$ cat config.mk
export PLATFORM = sky130hd
export DESIGN_NAME = cache_fill_fsm_flat
export DESIGN_NICKNAME = d
export VERILOG_FILES = /design/src/rtl/cache_fill_fsm_pkg.sv /design/src/rtl/cache_fill_fsm_if.sv /design/src/rtl/cache_fill_fsm_fill_counter.sv /design/src/rtl/cache_fill_fsm.sv /design/src/flat_wrapper.sv
export SDC_FILE = /design/constraint.sdc
export NUM_CORES = 1
export LEC_CHECK = 0
export ABC_CLOCK_PERIOD_IN_PS = 1900
export CAP_MARGIN = 10
export CORE_AREA = 3 3 57 59
export DETAILED_ROUTE_END_ITERATION = 16
export DIE_AREA = 0 0 60 62
export MAX_ROUTING_LAYER = met4
export PLACE_DENSITY = 0.81
export SLEW_MARGIN = 10
export SYNTH_ARGS = -nofsm -noshare
export SYNTH_HDL_FRONTEND = slang
export SYNTH_SLANG_ARGS = --single-unit
$ cat constraint.sdc
create_clock -name clk -period 1.9 [get_ports clk]
set_input_delay 0.38 -clock clk [delete_from_list [all_inputs] [get_ports clk]]
set_output_delay 0.38 -clock clk [all_outputs]
set_load 0.02 [all_outputs]
$ cat src/rtl/cache_fill_fsm_pkg.sv
// Shared cache definitions: fill-state enum, block geometry and the address
// tag/index/offset split helpers used by the cache arrays.
package cache_pkg;

  localparam int ADDR_WIDTH  = 16;
  localparam int BLOCK_WORDS = 8;
  localparam int BLOCK_BYTES = 2 * BLOCK_WORDS;
  localparam int OFFSET_BITS = $clog2(BLOCK_BYTES);
  localparam int WORD_BITS   = $clog2(BLOCK_WORDS);
  localparam int INDEX_BITS  = 6;
  localparam int TAG_BITS    = ADDR_WIDTH - INDEX_BITS - OFFSET_BITS;

  typedef enum logic [1:0] {
    IDLE = 2'd0,
    REQ  = 2'd1,
    WAIT = 2'd2
  } fill_state_e;

  function automatic logic [OFFSET_BITS-1:0] addr_offset(input logic [ADDR_WIDTH-1:0] addr);
    return OFFSET_BITS'(addr);
  endfunction

  function automatic logic [INDEX_BITS-1:0] addr_index(input logic [ADDR_WIDTH-1:0] addr);
    return INDEX_BITS'(addr >> OFFSET_BITS);
  endfunction

  function automatic logic [TAG_BITS-1:0] addr_tag(input logic [ADDR_WIDTH-1:0] addr);
    return TAG_BITS'(addr >> (ADDR_WIDTH - TAG_BITS));
  endfunction

endpackage

$ cat src/rtl/cache_fill_fsm_if.sv
// Bundle between the fill controller, the cache lookup/array side and the
// memory read port.
interface cache_fill_fsm_if #(
  parameter int ADDR_WIDTH  = 16,
  parameter int BLOCK_WORDS = 8
);
  localparam int WORD_BITS = $clog2(BLOCK_WORDS);

  // Memory port has no back-pressure: every cycle with mem_en high is one
  // accepted read, and each memory_data_valid cycle carries exactly one word,
  // returned in request order.
  logic                   miss_detected;
  logic [ADDR_WIDTH-1:0]  miss_address;
  logic [15:0]            memory_data;
  logic                   memory_data_valid;
  logic                   fsm_busy;
  logic                   mem_en;
  logic [ADDR_WIDTH-1:0]  memory_address;
  logic                   write_data_array;
  logic [WORD_BITS-1:0]   word_sel;
  logic                   write_tag_array;

  modport master (
    input  miss_detected, miss_address, memory_data, memory_data_valid,
    output fsm_busy, mem_en, memory_address, write_data_array, word_sel,
           write_tag_array
  );

  modport slave (
    output miss_detected, miss_address, memory_data, memory_data_valid,
    input  fsm_busy, mem_en, memory_address, write_data_array, word_sel,
           write_tag_array
  );

endinterface

$ cat src/rtl/cache_fill_fsm_fill_counter.sv
// Up-counter with synchronous clear and an all-ones terminal-count flag;
// wraps naturally because block sizes are powers of two.
module fill_counter #(
  parameter int WIDTH = 3
) (
  input  logic             clk,
  input  logic             rst_n,
  input  logic             clr,
  input  logic             inc,
  output logic [WIDTH-1:0] count,
  output logic             tc
);

  always_ff @(posedge clk or negedge rst_n) begin
    if (!rst_n) begin
      count <= '0;
    end else if (clr) begin
      count <= '0;
    end else if (inc) begin
      count <= count + WIDTH'(1);
    end
  end

  assign tc = &count;

endmodule

$ cat src/rtl/cache_fill_fsm.sv
// Cache miss fill controller: issues one pipelined word read per cycle for the
// missed block, steers returned words into the data array, then writes the tag.
// Optional fill statistics counter enabled by defining CACHE_FILL_STATS_EN.
module cache_fill_fsm
  import cache_pkg::*;
#(
  parameter int BLOCK_WORDS = cache_pkg::BLOCK_WORDS,
  parameter int ADDR_WIDTH  = cache_pkg::ADDR_WIDTH
) (
  input  logic                   clk,
  input  logic                   rst_n,
  cache_fill_fsm_if.master       bus,
  output fill_state_e            state_dbg
`ifdef CACHE_FILL_STATS_EN
  ,
  output logic [15:0]            fill_count
`endif
);

  localparam int WORD_BITS = $clog2(BLOCK_WORDS);
  localparam logic [ADDR_WIDTH-1:0] OFF_MASK = ADDR_WIDTH'(2 * BLOCK_WORDS - 1);

  fill_state_e           state_q, state_d;
  logic [ADDR_WIDTH-1:0] base_q;
  logic                  busy_q;
  logic [WORD_BITS-1:0]  issue_cnt, rx_cnt;
  logic                  issue_last, rx_last;
  logic                  rx_inc, fill_done, cnt_clr;

  // Responses count independently of issue so they may overlap REQ.
  assign rx_inc    = bus.memory_data_valid && (state_q != IDLE);
  assign fill_done = rx_inc && rx_last;
  assign cnt_clr   = (state_q != IDLE) && (state_d == IDLE);

  fill_counter #(.WIDTH(WORD_BITS)) u_issue (
    .clk   (clk),
    .rst_n (rst_n),
    .clr   (cnt_clr),
    .inc   (state_q == REQ),
    .count (issue_cnt),
    .tc    (issue_last)
  );

  fill_counter #(.WIDTH(WORD_BITS)) u_rx (
    .clk   (clk),
    .rst_n (rst_n),
    .clr   (cnt_clr),
    .inc   (rx_inc),
    .count (rx_cnt),
    .tc    (rx_last)
  );

  always_ff @(posedge clk or negedge rst_n) begin
    if (!rst_n) begin
      state_q <= IDLE;
      base_q  <= '0;
      busy_q  <= 1'b0;
    end else begin
      state_q <= state_d;
      busy_q  <= (state_d != IDLE);
      if (state_q == IDLE && bus.miss_detected) begin
        base_q <= bus.miss_address & ~OFF_MASK;
      end
    end
  end

  always_comb begin
    state_d              = state_q;
    bus.mem_en           = 1'b0;
    bus.memory_address   = '0;
    bus.write_data_array = rx_inc;
    bus.word_sel         = rx_cnt;
    bus.write_tag_array  = fill_done;
    bus.fsm_busy         = busy_q;
    unique case (state_q)
      IDLE: if (bus.miss_detected) state_d = REQ;
      REQ: begin
        bus.mem_en = 1'b1;
        // Low offset bits of base are zero, so OR never carries out of the block.
        bus.memory_address = base_q | ADDR_WIDTH'({issue_cnt, 1'b0});
        if (issue_last) state_d = fill_done ? IDLE : WAIT;
      end
      WAIT: if (fill_done) state_d = IDLE;
      default: state_d = IDLE;
    endcase
  end

  assign state_dbg = state_q;

`ifdef CACHE_FILL_STATS_EN
  always_ff @(posedge clk or negedge rst_n) begin
    if (!rst_n) begin
      fill_count <= '0;
    end else if (fill_done && fill_count != 16'hFFFF) begin
      fill_count <= fill_count + 16'd1;
    end
  end
`endif

endmodule

$ cat src/flat_wrapper.sv
// flat-port wrapper written by rule: the top's interface ports become plain ports
module cache_fill_fsm_flat import cache_pkg::*;
#(
  parameter int BLOCK_WORDS = cache_pkg::BLOCK_WORDS,
  parameter int ADDR_WIDTH  = cache_pkg::ADDR_WIDTH
)
  (clk, rst_n, state_dbg, bus_miss_detected, bus_miss_address, bus_memory_data, bus_memory_data_valid, bus_fsm_busy, bus_mem_en, bus_memory_address, bus_write_data_array, bus_word_sel, bus_write_tag_array);
  cache_fill_fsm_if #(.ADDR_WIDTH(ADDR_WIDTH), .BLOCK_WORDS(BLOCK_WORDS)) bus_i ();
  input  logic clk;
  input  logic rst_n;
  output fill_state_e state_dbg;
  input wire logic [$bits(bus_i.miss_detected)-1:0] bus_miss_detected;
  input wire logic [$bits(bus_i.miss_address)-1:0] bus_miss_address;
  input wire logic [$bits(bus_i.memory_data)-1:0] bus_memory_data;
  input wire logic [$bits(bus_i.memory_data_valid)-1:0] bus_memory_data_valid;
  output wire logic [$bits(bus_i.fsm_busy)-1:0] bus_fsm_busy;
  output wire logic [$bits(bus_i.mem_en)-1:0] bus_mem_en;
  output wire logic [$bits(bus_i.memory_address)-1:0] bus_memory_address;
  output wire logic [$bits(bus_i.write_data_array)-1:0] bus_write_data_array;
  output wire logic [$bits(bus_i.word_sel)-1:0] bus_word_sel;
  output wire logic [$bits(bus_i.write_tag_array)-1:0] bus_write_tag_array;
  assign bus_i.miss_detected = bus_miss_detected;
  assign bus_i.miss_address = bus_miss_address;
  assign bus_i.memory_data = bus_memory_data;
  assign bus_i.memory_data_valid = bus_memory_data_valid;
  assign bus_fsm_busy = bus_i.fsm_busy;
  assign bus_mem_en = bus_i.mem_en;
  assign bus_memory_address = bus_i.memory_address;
  assign bus_write_data_array = bus_i.write_data_array;
  assign bus_word_sel = bus_i.word_sel;
  assign bus_write_tag_array = bus_i.write_tag_array;
  cache_fill_fsm #(.BLOCK_WORDS(BLOCK_WORDS), .ADDR_WIDTH(ADDR_WIDTH)) u_core (.clk(clk), .rst_n(rst_n), .bus(bus_i), .state_dbg(state_dbg));
endmodule
### Yosys cells after proc, flatten, opt, wreduce, memory -nomap -nowiden

Index checks and enable logic that the tools add are counted.

| storage, ports and cells | value |
|---|---|
| register bits | 21 |
| bits of input ports | 36 |
| output and inout bits | 25 |
| logic and storage cells | 33 |

| cells by class | value |
|---|---|
| $add $sub $neg | 2 |
| eq/ne operators | 2 |
| multiplexer cells | 11 |
| bitwise logic cells | 1 |
| reductions and logical operators | 12 |

Operators by type and width:

| cell | count |
|---|---|
| $mux W16 | 1 |
| $or A16 B4 Y16 | 1 |
| $mux W3 | 4 |
| $mux W2 | 4 |
| $reduce_bool A2 Y1 | 4 |
| $add A3 B1 Y3 const B | 2 |
| $pmux W2 S3 | 1 |
| $reduce_and A3 Y1 | 2 |
| $logic_and A1 B1 Y1 | 4 |
| $logic_not A2 Y1 | 2 |
| $eq A2 B1 Y1 const B | 1 |
| $eq A2 B2 Y1 const B | 1 |
| $mux W1 | 1 |

### Logic depth before layout (Yosys ltp)

| depth | value |
|---|---|
| depth after elaboration | 9 |
| depth in mapped cells | 5 |
| gate-level depth less buffers | 5 |

### By module

From an unflattened synthesis, not the netlist that was laid out.

| second synthesis, totals | value |
|---|---|
| cells, all modules | 86 |
| area total of the unflattened synthesis | 1,054.8 sq um |

By module, submodules not included:

| module | instances | cells an instance | area an instance (sq um) | seq. area each (sq um) |
|---|---|---|---|---|
| cache_fill_fsm | 1 | 64 | 774.5 | 375.4 |
| fill_counter | 2 | 11 | 140.1 | 75.1 |

### Least setup slack after synthesis

Ideal clock, no wire load.

| path | value |
|---|---|
| kind | flip-flop to output port |
| from | register u_core.state_q[1], in the netlist u_core.state_dbg[1] |
| to | output bus_write_tag_array |
| data arrival time | 1.329 ns |
| data required time | 1.520 ns |
| setup slack | 0.191 ns |
| stages on the path, launching flop included | 4 |
| path through | dfrtp_1 o21ai_1 inv_1 and2_1 |

| on the way | value |
|---|---|
| cells in the longest elaborated chain, start to end | 3 |

RTL lines:

| what | line | RTL |
|---|---|---|
| start: declaration | cache_fill_fsm.sv:23 | `fill_state_e state_q, state_d;` |
| start signal: assignment | cache_fill_fsm.sv:59 | `state_q <= state_d;` |
| $reduce_bool A2 Y1 | cache_fill_fsm.sv:31 | `assign rx_inc = bus.memory_data_valid && (state_q != IDLE);` |
| $logic_and A1 B1 Y1 | cache_fill_fsm.sv:31 |  |
| named net bus_write_data_array | flat_wrapper.sv:19 | `output wire logic [$bits(bus_i.write_data_array)-1:0] bus_write_data_array;` |
| $logic_and A1 B1 Y1 | cache_fill_fsm.sv:32 | `assign fill_done = rx_inc && rx_last;` |
| end: declaration | flat_wrapper.sv:21 | `output wire logic [$bits(bus_i.write_tag_array)-1:0] bus_write_tag_array;` |

The timed path passes the listed nets, and every way through them passes these cells.

### Worst setup path in the final report

| path | value |
|---|---|
| from | register u_core.state_q[0], in the netlist u_core.state_dbg[0] |
| to | output bus_memory_address[15] |

| on the way | value |
|---|---|
| cells in the longest elaborated chain, start to end | 2 |

RTL lines:

| what | line | RTL |
|---|---|---|
| $eq A2 B1 Y1 | cache_fill_fsm.sv:75 | `unique case (state_q)` |
| $mux W16 | cache_fill_fsm.sv:75 |  |
| end: declaration | flat_wrapper.sv:18 | `output wire logic [$bits(bus_i.memory_address)-1:0] bus_memory_address;` |

No other way between the ends.

==> impl_metrics.ini <==
[status]
status = completed

[grt]
track_usage_pct = 13.4
grt_pass1_wl_um = 3580
overflow = 0
antenna_found_initial = 0
first_global_vias = 796
grt_max_degree = 22

[timing]
grt_setup_unrepaired = true
clock_skew_ns = 0.00825
drv_slew = 0
setup_violations = 0
fin_setup_tns_ns = 0
max_freq_mhz = 553
min_period_ns = 1.81
finalHoldViolCount = 0
finalCritPeriodShare_pct = 95.1

[critical_path]
cp.required_ns = 1.52
worstPathArrival_ns = 1.43
crit_path_max_incr_delay_ns = 0.42
crit_family = flip-flops
start_kind = register
worst-setup-path-type = register to output pin
path_cells = nor2b_2, buf_6, and2_1, clkdlybuf4s15_2
crit_buf_inv = 2
critPathSlowestCell = dfrtp_1
end_kind = output pin
path_max_fanout = 13

[floorplan]
dieArea_um2 = 3720
row_count = 19
dieWidth_um = 60
core_area_um2 = 2760
ios = 61
start_util_pct = 37.0
die_h_um = 62

[layout]
area_delta_synth_final_pct = 45.3
nets = 174
instances_no_fill = 164
diodes = 0
drive_gt1_share_pct = 27.8
fill_cells = 240
mostFrequentLayoutCell = dfrtp_1
layout_common_cells = dfrtp_1 (21), clkdlybuf4s50_1 (19), and2_1 (16), clkbuf_2 (13)

[power]
swShare_pct = 41.9
p_per_area_nw_per_um2 = 1780
power_frac_comb_pct = 61.7
clkPwrFrac_pct = 7.9
p_total_mw = 2.64
vdd_drop_max_mv = 1.05
power_leakage_nw = 0.709
p_seq_share_pct = 30.4
switching_power_mw = 1.11
p_int_mw = 1.53

[logic_synthesis]
syn-num-nets = 123
synthesis.area_um2 = 1020
synth.avg_cell_area_um2 = 12.3
seq_area_frac_synth_pct = 51.5
ys_ff_latch = 21
ys_types = 25
yosys_warnings = 0
syn_inst = 83

[clock_tree]
cts.clk_slew.worst_paths_ns = 0.11
cts_buffer_depth = 2
cts_htree_levels = 1
cts_hold_buf = 0
cts_root_buf = clkbuf_4
clk_latency_ns = 0.30
cts-buffers-inserted = 3
cts_tree = done
clock-sinks = 21

[routing]
wl_per_cell_um = 13.7
ant_nets = 0
drc = 0
vias = 792
wirelength_um = 2240
firstDrtPassIters = 2
drt_iter0_drc = 19
post_drt_via_cell_ratio = 4.83

[run]
cap_violations = 0

[placed_design]
dpl.hpwl_um = 1670
place_congestion = 0.759
portBuffers = 39
dp.cells = 158

[hold_path]
hold_path_class = input port to asynchronous set/reset pin
final timing paths:
| check | from | to | slack (ns) | depth (start not counted) |
|---|---|---|---|---|
| worst min register to register | u_core.base_q[11]$_DFFE_PN0P_ | u_core.base_q[11]$_DFFE_PN0P_ | 0.49 | 1 |
| worst max register to register | u_core.u_rx.count[0]$_DFFE_PN0P_ | u_core.u_rx.count[2]$_DFFE_PN0P_ | 0.25 | 6 |
| max in group asynchronous | rst_n | u_core.base_q[12]$_DFFE_PN0P_ | 1.28 | 2 |
| worst min-delay path | rst_n | u_core.u_issue.count[1]$_DFFE_PN0P_ | 0.40 | 2 |
| min in group clk | u_core.base_q[11]$_DFFE_PN0P_ | u_core.base_q[11]$_DFFE_PN0P_ | 0.49 | 1 |
| worst max-delay path | u_core.state_dbg[0]$_DFF_PN0_ | bus_memory_address[15] | 0.09 | 4 |
kinds of logic after synthesis:
| kind of cell | after synthesis | synth area share [%] |
|---|---|---|
| AO/OA/AOI/OAI | 9 | 6.62 |
| XOR/XNOR | 2 | 1.72 |
| adder cells (fa/ha/maj) | 4 | 4.90 |
| buffers and inverters | 6 | 3.80 |
| flip-flops | 21 | 51.5 |
| multiplexers | 14 | 15.2 |
| other | 1 | 0.367 |
| AND/OR/NAND/NOR | 26 | 15.9 |
synthesized netlist by cell type, drive strengths merged:
library cell	instances	area, um^2
buf	4	31.3
dfrtp	21	526
a31oi	1	6.26
nor2	5	18.8
and2	16	100
inv	2	7.51
a32o	3	30.0
xor2	1	8.76
mux2	12	135
nand3	1	5.00
nor3b	1	18.8
a21o	1	7.51
xnor2	1	8.76
ha	4	50.1
a21oi	2	10.0
nor3	1	5.00
nor2b	2	15.0
mux2i	2	20.0
a31o	1	8.76
o21ai	1	5.00
conb	1	3.75
layout make-up:
type	instances	area (um^2)	area share [%]
Inverter	2	7.51	0.506
Clock buffer	4	26.3	1.77
Sequential cell	21	526	35.4
Timing Repair Buffer	50	425	28.7
Tap cell	31	38.8	2.61
Multi-Input combinational cell	56	460	31.0
registers in the layout, indices dropped and copies added, names as in the netlist:
name                  cells
u_core.state_dbg          2
u_core.u_issue.count      3
u_core.bus.fsm_busy       1
u_core.base_q            12
u_core.u_rx.count         3
worst register-to-register path: cells and delay by family (launching register included):
kind                       cells  cell delay, ns
AOI/OAI and AO/OA              2            0.46
adders and majority gates      2            0.41
DFF                            1            0.43
buffers and inverters          1            0.15
and+or+nand+nor                1            0.13
power groups by stage:
stage / Clock (mW) / Combinational (mW) / Sequential, mW
finish: 0.208 / 1.63 / 0.804
global placement: 0 / 1.75 / 0.795
CTS: 0.225 / 1.70 / 0.807
global route: 0.246 / 1.78 / 0.829
floorplan: 0 / 0.925 / 0.875
detailed placement: 0 / 1.80 / 0.813
layer usage:
metal | vias to the layer above | GRT usage, % | part of all wire, %
li1 | 384 | - | -
met1 | 378 | 15.3 | 41
met2 | 30 | 22.8 | 50
met3 | 0 | 3.31 | 8.3
met4 | 0 | 4.75 | 0
met5 | - | - | 0
stage by stage:
stage               setup slack [ns]  utilization [%]  instance area, um^2  hold slack, ns
floorplan                      0.191                -                 1020          0.0844
global placement              -0.227             54.4                 1500           0.458
detailed placement            -0.240             54.4                 1500           0.469
CTS                          0.00337             55.1                 1520           0.398
global route                 -0.0340             53.8                 1480           0.418
finish                        0.0928             53.8                 1480           0.401
what timing repair did:
action / in CTS / in global routing
buffers inserted: 0 / 2
setup endpoints to repair: 18 / 18
resized for setup: 38 / 18
(Power assumes the default switching activity.)
